**config.mk**
```make
export PLATFORM = sky130hd
export DESIGN_NAME = seg7_display_decoder
export DESIGN_NICKNAME = d
export VERILOG_FILES = /design/src/rtl/seg7_display_decoder.sv
export SDC_FILE = /design/constraint.sdc
export NUM_CORES = 1
export LEC_CHECK = 0
export ABC_AREA = 1
export BUFFER_PORTS_ARGS = -buffer_cell sky130_fd_sc_hd__buf_2
export CORE_MARGIN = 2
export CORE_UTILIZATION = 30
export DETAILED_ROUTE_END_ITERATION = 8
export MAX_ROUTING_LAYER = met4
export PLACE_DENSITY_LB_ADDON = 0.2
export SLEW_MARGIN = 10
export SYNTH_ARGS = -nofsm -noshare
export SYNTH_HDL_FRONTEND = slang
export SYNTH_SLANG_ARGS = --single-unit
```
**constraint.sdc**
```tcl
create_clock -name clk -period 5.8 [get_ports clk]
set_input_delay 0.29 -clock clk [delete_from_list [all_inputs] [get_ports clk]]
set_output_delay 0.29 -clock clk [all_outputs]
set_load 0.005 [all_outputs]
```
**src/rtl/seg7_display_decoder.sv**
```systemverilog
// Monitors a multiplexed dual seven-segment bus and recovers the displayed tens/ones digits.
// Optional macro SEG7_DECODE_HEX_EN adds decoding of the A..F letter patterns.
module seg7_display_decoder #(
  parameter int unsigned STABLE_CNT = 2,
  parameter int unsigned TIMEOUT    = 64
) (
  input  logic       clk,
  input  logic       reset,
  input  logic [7:0] disp_in,
  output logic [3:0] tens,
  output logic [3:0] ones,
  output logic       tens_blank,
  output logic       ones_blank,
  output logic [6:0] value,
  output logic       value_ok,
  output logic       value_valid,
  output logic       frame_pulse,
  output logic       seg_err,
  output logic       stale
);

  localparam int unsigned CW = 4;
  localparam int unsigned TW = 16;

  typedef enum logic [1:0] {HUNT, TENS, ONES} state_t;

  logic [7:0]    disp_q, disp_p;
  logic [CW-1:0] stab_cnt;
  logic          acc_done;
  logic          acc_q, acc_blank, acc_bad;
  logic [3:0]    acc_digit;
  logic          rise_q, fall_q;
  state_t        state;
  logic [3:0]    sh_tens;
  logic          sh_blank, tens_got, bad;
  logic [TW-1:0] to_cnt;

  logic          sel_rise_c, sel_fall_c, sel_edge_c, accept_c;
  logic [CW-1:0] stab_next_c;
  logic [3:0]    dec_digit_c;
  logic          dec_blank_c, dec_bad_c;
  state_t        st_eff_c;
  logic          commit_ok_c, to_hit_c;
  logic [6:0]    value_c;

  // Select-phase edges and stability counting on the registered samples
  always_comb begin
    sel_rise_c  = disp_q[7] & ~disp_p[7];
    sel_fall_c  = ~disp_q[7] & disp_p[7];
    sel_edge_c  = sel_rise_c | sel_fall_c;
    stab_next_c = (disp_q != disp_p) ? CW'(1)
                : (stab_cnt == CW'(15)) ? CW'(15) : stab_cnt + CW'(1);
    // a select edge opens a new phase, so its own accept is never blocked
    accept_c    = (stab_next_c == CW'(STABLE_CNT)) && (!acc_done || sel_edge_c);
  end

  // Exact-match segment decode of the current sample
  always_comb begin
    dec_digit_c = 4'd0;
    dec_blank_c = 1'b0;
    dec_bad_c   = 1'b0;
    case (disp_q[6:0])
      7'b0111111: dec_digit_c = 4'd0;
      7'b0000110: dec_digit_c = 4'd1;
      7'b1011011: dec_digit_c = 4'd2;
      7'b1001111: dec_digit_c = 4'd3;
      7'b1100110: dec_digit_c = 4'd4;
      7'b1101101: dec_digit_c = 4'd5;
      7'b1111101: dec_digit_c = 4'd6;
      7'b0000111: dec_digit_c = 4'd7;
      7'b1111111: dec_digit_c = 4'd8;
      7'b1101111: dec_digit_c = 4'd9;
      7'b0000000: dec_blank_c = 1'b1;
`ifdef SEG7_DECODE_HEX_EN
      7'b1110111: dec_digit_c = 4'hA;
      7'b1111100: dec_digit_c = 4'hB;
      7'b0111001: dec_digit_c = 4'hC;
      7'b1011110: dec_digit_c = 4'hD;
      7'b1111001: dec_digit_c = 4'hE;
      7'b1110001: dec_digit_c = 4'hF;
`endif
      default:    dec_bad_c   = 1'b1;
    endcase
  end

  // Phase the FSM is entering; a coincident accept is applied in that phase
  always_comb begin
    st_eff_c = state;
    if (rise_q) begin
      st_eff_c = TENS;
    end else if (fall_q) begin
      st_eff_c = (state == TENS && tens_got) ? ONES : HUNT;
    end
    commit_ok_c = !sh_blank && !acc_blank && (sh_tens <= 4'd9) && (acc_digit <= 4'd9);
    value_c     = 7'(sh_tens) * 7'd10 + 7'(acc_digit);
    to_hit_c    = !(rise_q | fall_q) && (to_cnt == TW'(TIMEOUT - 1));
  end

  // Input sampling, stability counter and accept/edge staging
  always_ff @(posedge clk or posedge reset) begin
    if (reset) begin
      disp_q    <= '0;
      disp_p    <= '0;
      stab_cnt  <= '0;
      acc_done  <= 1'b0;
      acc_q     <= 1'b0;
      acc_digit <= '0;
      acc_blank <= 1'b0;
      acc_bad   <= 1'b0;
      rise_q    <= 1'b0;
      fall_q    <= 1'b0;
    end else begin
      disp_q    <= disp_in;
      disp_p    <= disp_q;
      stab_cnt  <= stab_next_c;
      acc_done  <= sel_edge_c ? accept_c : (acc_done | accept_c);
      acc_q     <= accept_c;
      acc_digit <= dec_digit_c;
      acc_blank <= dec_blank_c;
      acc_bad   <= dec_bad_c;
      rise_q    <= sel_rise_c;
      fall_q    <= sel_fall_c;
    end
  end

  // Frame FSM, shadow tens, committed outputs and timeout
  always_ff @(posedge clk or posedge reset) begin
    if (reset) begin
      state       <= HUNT;
      sh_tens     <= '0;
      sh_blank    <= 1'b0;
      tens_got    <= 1'b0;
      bad         <= 1'b0;
      to_cnt      <= '0;
      tens        <= '0;
      ones        <= '0;
      tens_blank  <= 1'b0;
      ones_blank  <= 1'b0;
      value       <= '0;
      value_ok    <= 1'b0;
      value_valid <= 1'b0;
      frame_pulse <= 1'b0;
      seg_err     <= 1'b0;
      stale       <= 1'b0;
    end else begin
      frame_pulse <= 1'b0;
      seg_err     <= 1'b0;
      stale       <= 1'b0;
      if (rise_q | fall_q) begin
        to_cnt <= '0;
      end else if (to_cnt != TW'(TIMEOUT)) begin
        to_cnt <= to_cnt + TW'(1);
      end
      if (to_hit_c) begin
        stale       <= 1'b1;
        value_valid <= 1'b0;
        state       <= HUNT;
        tens_got    <= 1'b0;
        bad         <= 1'b0;
      end else begin
        state <= st_eff_c;
        if (rise_q) begin
          tens_got <= 1'b0;
          bad      <= 1'b0;
        end
        if (acc_q) begin
          case (st_eff_c)
            TENS: begin
              sh_tens  <= acc_digit;
              sh_blank <= acc_blank;
              tens_got <= 1'b1;
              bad      <= acc_bad;
              seg_err  <= acc_bad;
            end
            ONES: begin
              seg_err  <= acc_bad;
              tens_got <= 1'b0;
              bad      <= 1'b0;
              if (tens_got && !bad && !acc_bad) begin
                tens        <= sh_tens;
                ones        <= acc_digit;
                tens_blank  <= sh_blank;
                ones_blank  <= acc_blank;
                value_ok    <= commit_ok_c;
                value       <= commit_ok_c ? value_c : 7'd0;
                value_valid <= 1'b1;
                frame_pulse <= 1'b1;
              end
            end
            default: ;
          endcase
        end
      end
    end
  end

endmodule
```
; Word level (Yosys, flattened, before mapping)
; Index checks and enable logic that the tools add are counted.
[totals]
word_cells = 116
output_inout_bits = 22
register_bits = 77
input_bits = 10
[op_classes]
n_mul = 1
n_lt_le_gt_ge = 2
mux = 33
add_sub_neg = 3
bitwise = 8
reduce_logical = 25
eq_ne = 18
[op_table]
columns = cell, n
row1 = $eq 7x7->1 const B, 7
row2 = $pmux 4 s9, 1
row3 = $mux 16, 2
row4 = $mux 1, 21
row5 = $add 16x1->16 const B, 1
row6 = $eq 16x6->1 const B, 1
row7 = $ne 16x7->1 const B, 1
row8 = $eq 7x3->1 const B, 2
row9 = $reduce_or 11->1, 1
row10 = $le 4x4->1 const B, 2
row11 = $logic_and 1x1->1, 8
row12 = $mux 2, 4
row13 = $mux 4, 2
row14 = $ne 8x8->1, 1
row15 = $reduce_bool 2->1, 4
row16 = $add 7x4->7, 1
row17 = $eq 7x6->1 const B, 1
row18 = $logic_not 7->1, 1
row19 = $mux 7, 1
row20 = $logic_not 1->1, 6
row21 = $mul 4x3->6 const B, 1
row22 = $reduce_and 3->1, 2
row23 = $add 4x1->4 const B, 1
row24 = $eq 2x1->1 const B, 2
row25 = 10 further kinds, 16

; Logic depth before layout (Yosys ltp)
[logic_depth]
word_depth = 10
ltp_mapped = 12
mapped_depth_nobuf = 12

; Least setup slack after synthesis
; No wires, ideal clock.
[synth_timing]
path_kind = register to register
from = reg sh_tens[1]
to = reg value[6]
path_buffers = 0
period_less_slack_ps = 1898
arrival_ps = 1824
setup_time_ps = 74
required_ps = 5726
slack_ps = 3902
path_stages_with_launch = 10
cell_sequence = dfrtp_1 > ha_1 > ha_1 > fa_1 > nand2_1 > nor2_1 > nand2_1 > nand3_1 > nand3_1 > o21ai_2
[synth_via]
elab_chain_cells = 4
word_cells_on_any_way = 6
cone_classes = 1 x add/sub / 1 x mul / 1 x order compare / 1 x mux / 2 x reduce/logical
[synth_lines]
columns = element, line_no
row1 = start: declaration, 34  ; logic [3:0] sh_tens;
row2 = start signal: assignment, 169  ; sh_tens <= acc_digit;
row3 = "parallel branches: the longest is 3 deep, another holds $add 7x4->7", n/a
row4 = $mux 7 *, 185  ; value <= commit_ok_c ? value_c : 7'd0;
row5 = end signal: assignment, 185
row6 = end: declaration, 14  ; output logic [6:0] value,
; Every way passes the cells marked *.
; A chain may end at the register's enable or synchronous reset.

; Worst setup path in the final report
; Same ends and word-level chain as after synthesis.

==> summary.txt <==
Outcome
  – Status: finished clean

Drt
  – Vias per cell: 4.31
  – Avg WL per Cell: 10.9 um
  – 1st-iter DRT viols: 119
  – Wirelength, routed: 7220 um
  – Routed via count: 2860
  – Final ANT Viol Nets: 0
  – Drt first pass iters: 4
  – DRC viols: 0

Placement
  – HPWL Detailed: 5090 um
  – GP Congestion: 0.812
  – Pre-CTS WS: 3690 ps
  – Port Buf Inserts: 31

STA
  – Setup TNS: 0 ps
  – Worst setup margin: 3750 ps
  – Min Tclk post-route: 2050 ps
  – RSZ-0062 raised after global routing: no
  – Rel. slew slack: 35.0%
  – Final setup viols: 0
  – Final Slew Violations: 0
  – Slew of the pin with the lowest slew margin: 975 ps
  – Achievable Freq: 487 MHz
  – Final Hold Fails: 0
  – Fin crit share: 35.4%
  – Setup Skew: 7.04 ps

Worst hold path
  – Hold path endpoint: disp_q[1]
  – Worst Hold Class: in2reg
  – Hold depth: 1
  – Worst hold start: disp_in[1]

CTS
  – CTS clk-pin slew, worst paths: 60 ps
  – Setup Buffers After CTS: 0
  – Clock root buffer master: clkbuf_16
  – Clock sinks: 77
  – PostCTS Resize Cnt: 0
  – Worst-Skew Late Latency: 340 ps
  – Num CTS Buffers: 9
  – CTS H-tree depth: 3
  – Longest Clk Path Bufs: 2
  – CTS tree: done
  – CTS Hold Bufs: 0

Job
  – Max Cap Viol: 0

Synth
  – Sequential area share after synthesis: 50.8%
  – Largest cells by area after synthesis: dfrtp_1 (51%), nand2_1 (11%), inv_1 (6.8%)
  – Mapped Nets: 472
  – Yosys top cell area share: 50.8%
  – YS warnings: 0
  – Synthesized cell area: 0.00379 mm^2
  – Syn Area/Cell: 8.49 um^2
  – Post-synth top area cell: dfrtp_1
  – Synth cell types: 29
  – Mapped Cells: 447
  – Synth Register Bits: 77

Setup path
  – CP Buf/Inv Count: 0
  – Delay-heaviest family, CP: adder cells
  – Worst EP required: 6060 ps
  – Critical path peak fanout: 5
  – FF-to-FF path depth: 9
  – WS Path Type: reg2reg
  – CP max stage cell: fa_1
  – Reg-to-reg startpoint: sh_tens[1]
  – Crit-path max cell delay: 520 ps
  – Crit end category: flop
  – Crit path cell chain: ha_1 > ha_1 > fa_1 > nand2_1 > nor2_1 > nand2_1 > nand3_1 > nand3_1 > o21ai_2
  – R2R setup slack: 3750 ps
  – Arrival time at the worst endpoint: 2320 ps
  – Critical Path Start Type: flop
  – R2R Path End: value[6]

Floorplanning
  – Die ar.: 0.0136 mm^2
  – I/O Pins: 32
  – Die height: 116 um
  – Row Count: 41
  – Die Wd: 116 um
  – Initial core utilization: 30.4%
  – Core area: 0.0125 mm^2

Final layout
  – Commonest non-fill, non-tap cell in the layout: nand2_1
  – Final net count: 511
  – Most frequent cells in the layout: nand2_1 (113), dfrtp_1 (77), inv_1 (68)
  – Utilization after layout: 35.4%
  – Share of post-route cells with drive strength above 1: 17.9%
  – Synthesis-to-layout area growth: 16.3%
  – # diodes: 0

Power
  – Lkg Pwr: 2.28 nW
  – Maximum vdd drop: 0.172 mV
  – PD cells: 269 mW/mm^2

GRT
  – Largest net degree at the start of global routing: 78
  – Gr usage total: 12.5%
  – First-pass GRT wire length: 12700 um
  – Initial antenna violation count: 0
  – GRT overflow: 0
  – Vias in the first global route: 2756
state kept, by name, summed over array words and instances, names as in the netlist, 2 cells and up:
signal     cells
tens           4
disp_q         8
sh_tens        4
state          2
acc_digit      4
value          7
stab_cnt       4
to_cnt        16
disp_p         8
ones           4
cell families (layout without fill, tap and decap cells):
| logic type | Yosys count | in the layout | synth area share [%] |
|---|---|---|---|
| AND/OR/NAND/NOR | 233 | 233 | 27.2 |
| flip-flops | 77 | 77 | 50.8 |
| buffers and inverters | 74 | 118 | 8.61 |
| AO/OA/AOI/OAI | 45 | 45 | 7.35 |
| adder cells (fa/ha/maj) | 15 | 15 | 5.34 |
| XOR/XNOR | 3 | 3 | 0.693 |
per-layer routing:
layer  track usage, %  vias up  share of wire, %
li1                 -     1474                 -
met5                -        -                 0
met4             4.76        0               2.0
met1             15.0     1322                47
met2             19.4       50                46
met3             4.36       14               4.5
cell usage after synthesis:
master    number
a21oi_1       13
nand2_4        1
buf_12         3
nor2_4         3
o211ai_1       1
nand2_1      113
nor2_2         2
o21ai_0       14
nor3_1        11
a31oi_1        1
nand3b_1       1
xnor2_1        1
fa_1           2
inv_2          1
clkbuf_1       1
o21ai_1        2
nand2_2       17
or2_2          1
nand3_4        1
o21ai_2       12
o21a_1         2
ha_1          13
inv_1         69
nand3_1       27
dfrtp_1       77
nand4_1        3
nor2_1        52
xor2_1         2
nand3_2        1
worst max path at each step:
| stage | slack (ps) | from | cells after the start | end |
|---|---|---|---|---|
| after floorplan | 3540 | reset | 1 | acc_bad |
| after global placement | 3770 | fall_q | 8 | tens[2] |
| after detailed placement | 3690 | fall_q | 8 | value[2] |
| after CTS | 3670 | fall_q | 8 | value[2] |
| after global routing | 3500 | fall_q | 8 | tens[2] |
| final | 3750 | sh_tens[1] | 9 | value[6] |
through the flow:
step | power (mW) | cells | cell area [um^2] | hold slack [ps]
after floorplan | 0.611 | 447 | 3790 | 321
after global placement | 0.628 | 647 | 4110 | 398
after detailed placement | 0.630 | 647 | 4110 | 399
after CTS | 1.21 | 663 | 4410 | 38.9
after global routing | 1.24 | 663 | 4410 | 31.7
final | 1.18 | 663 | 4410 | 53.4
where the power goes:
part / leakage [nW] / total [mW] / switching, mW / internal (mW)
clock network: 0.140 / 0.567 / 0.224 / 0.343
registers: 1.02 / 0.563 / 0.0127 / 0.550
logic: 1.12 / 0.0546 / 0.0369 / 0.0177
final cells by class:
type                    instances  area [um^2]
fillers                      1295         8050
clock buffers                  10          239
well taps                     172          215
clock inverters                 6         62.6
multi-input cells             296         1540
repair buffers                 32          163
inverters                      70          264
flip-flops and latches         77         1930
(Power assumes the default switching activity.)
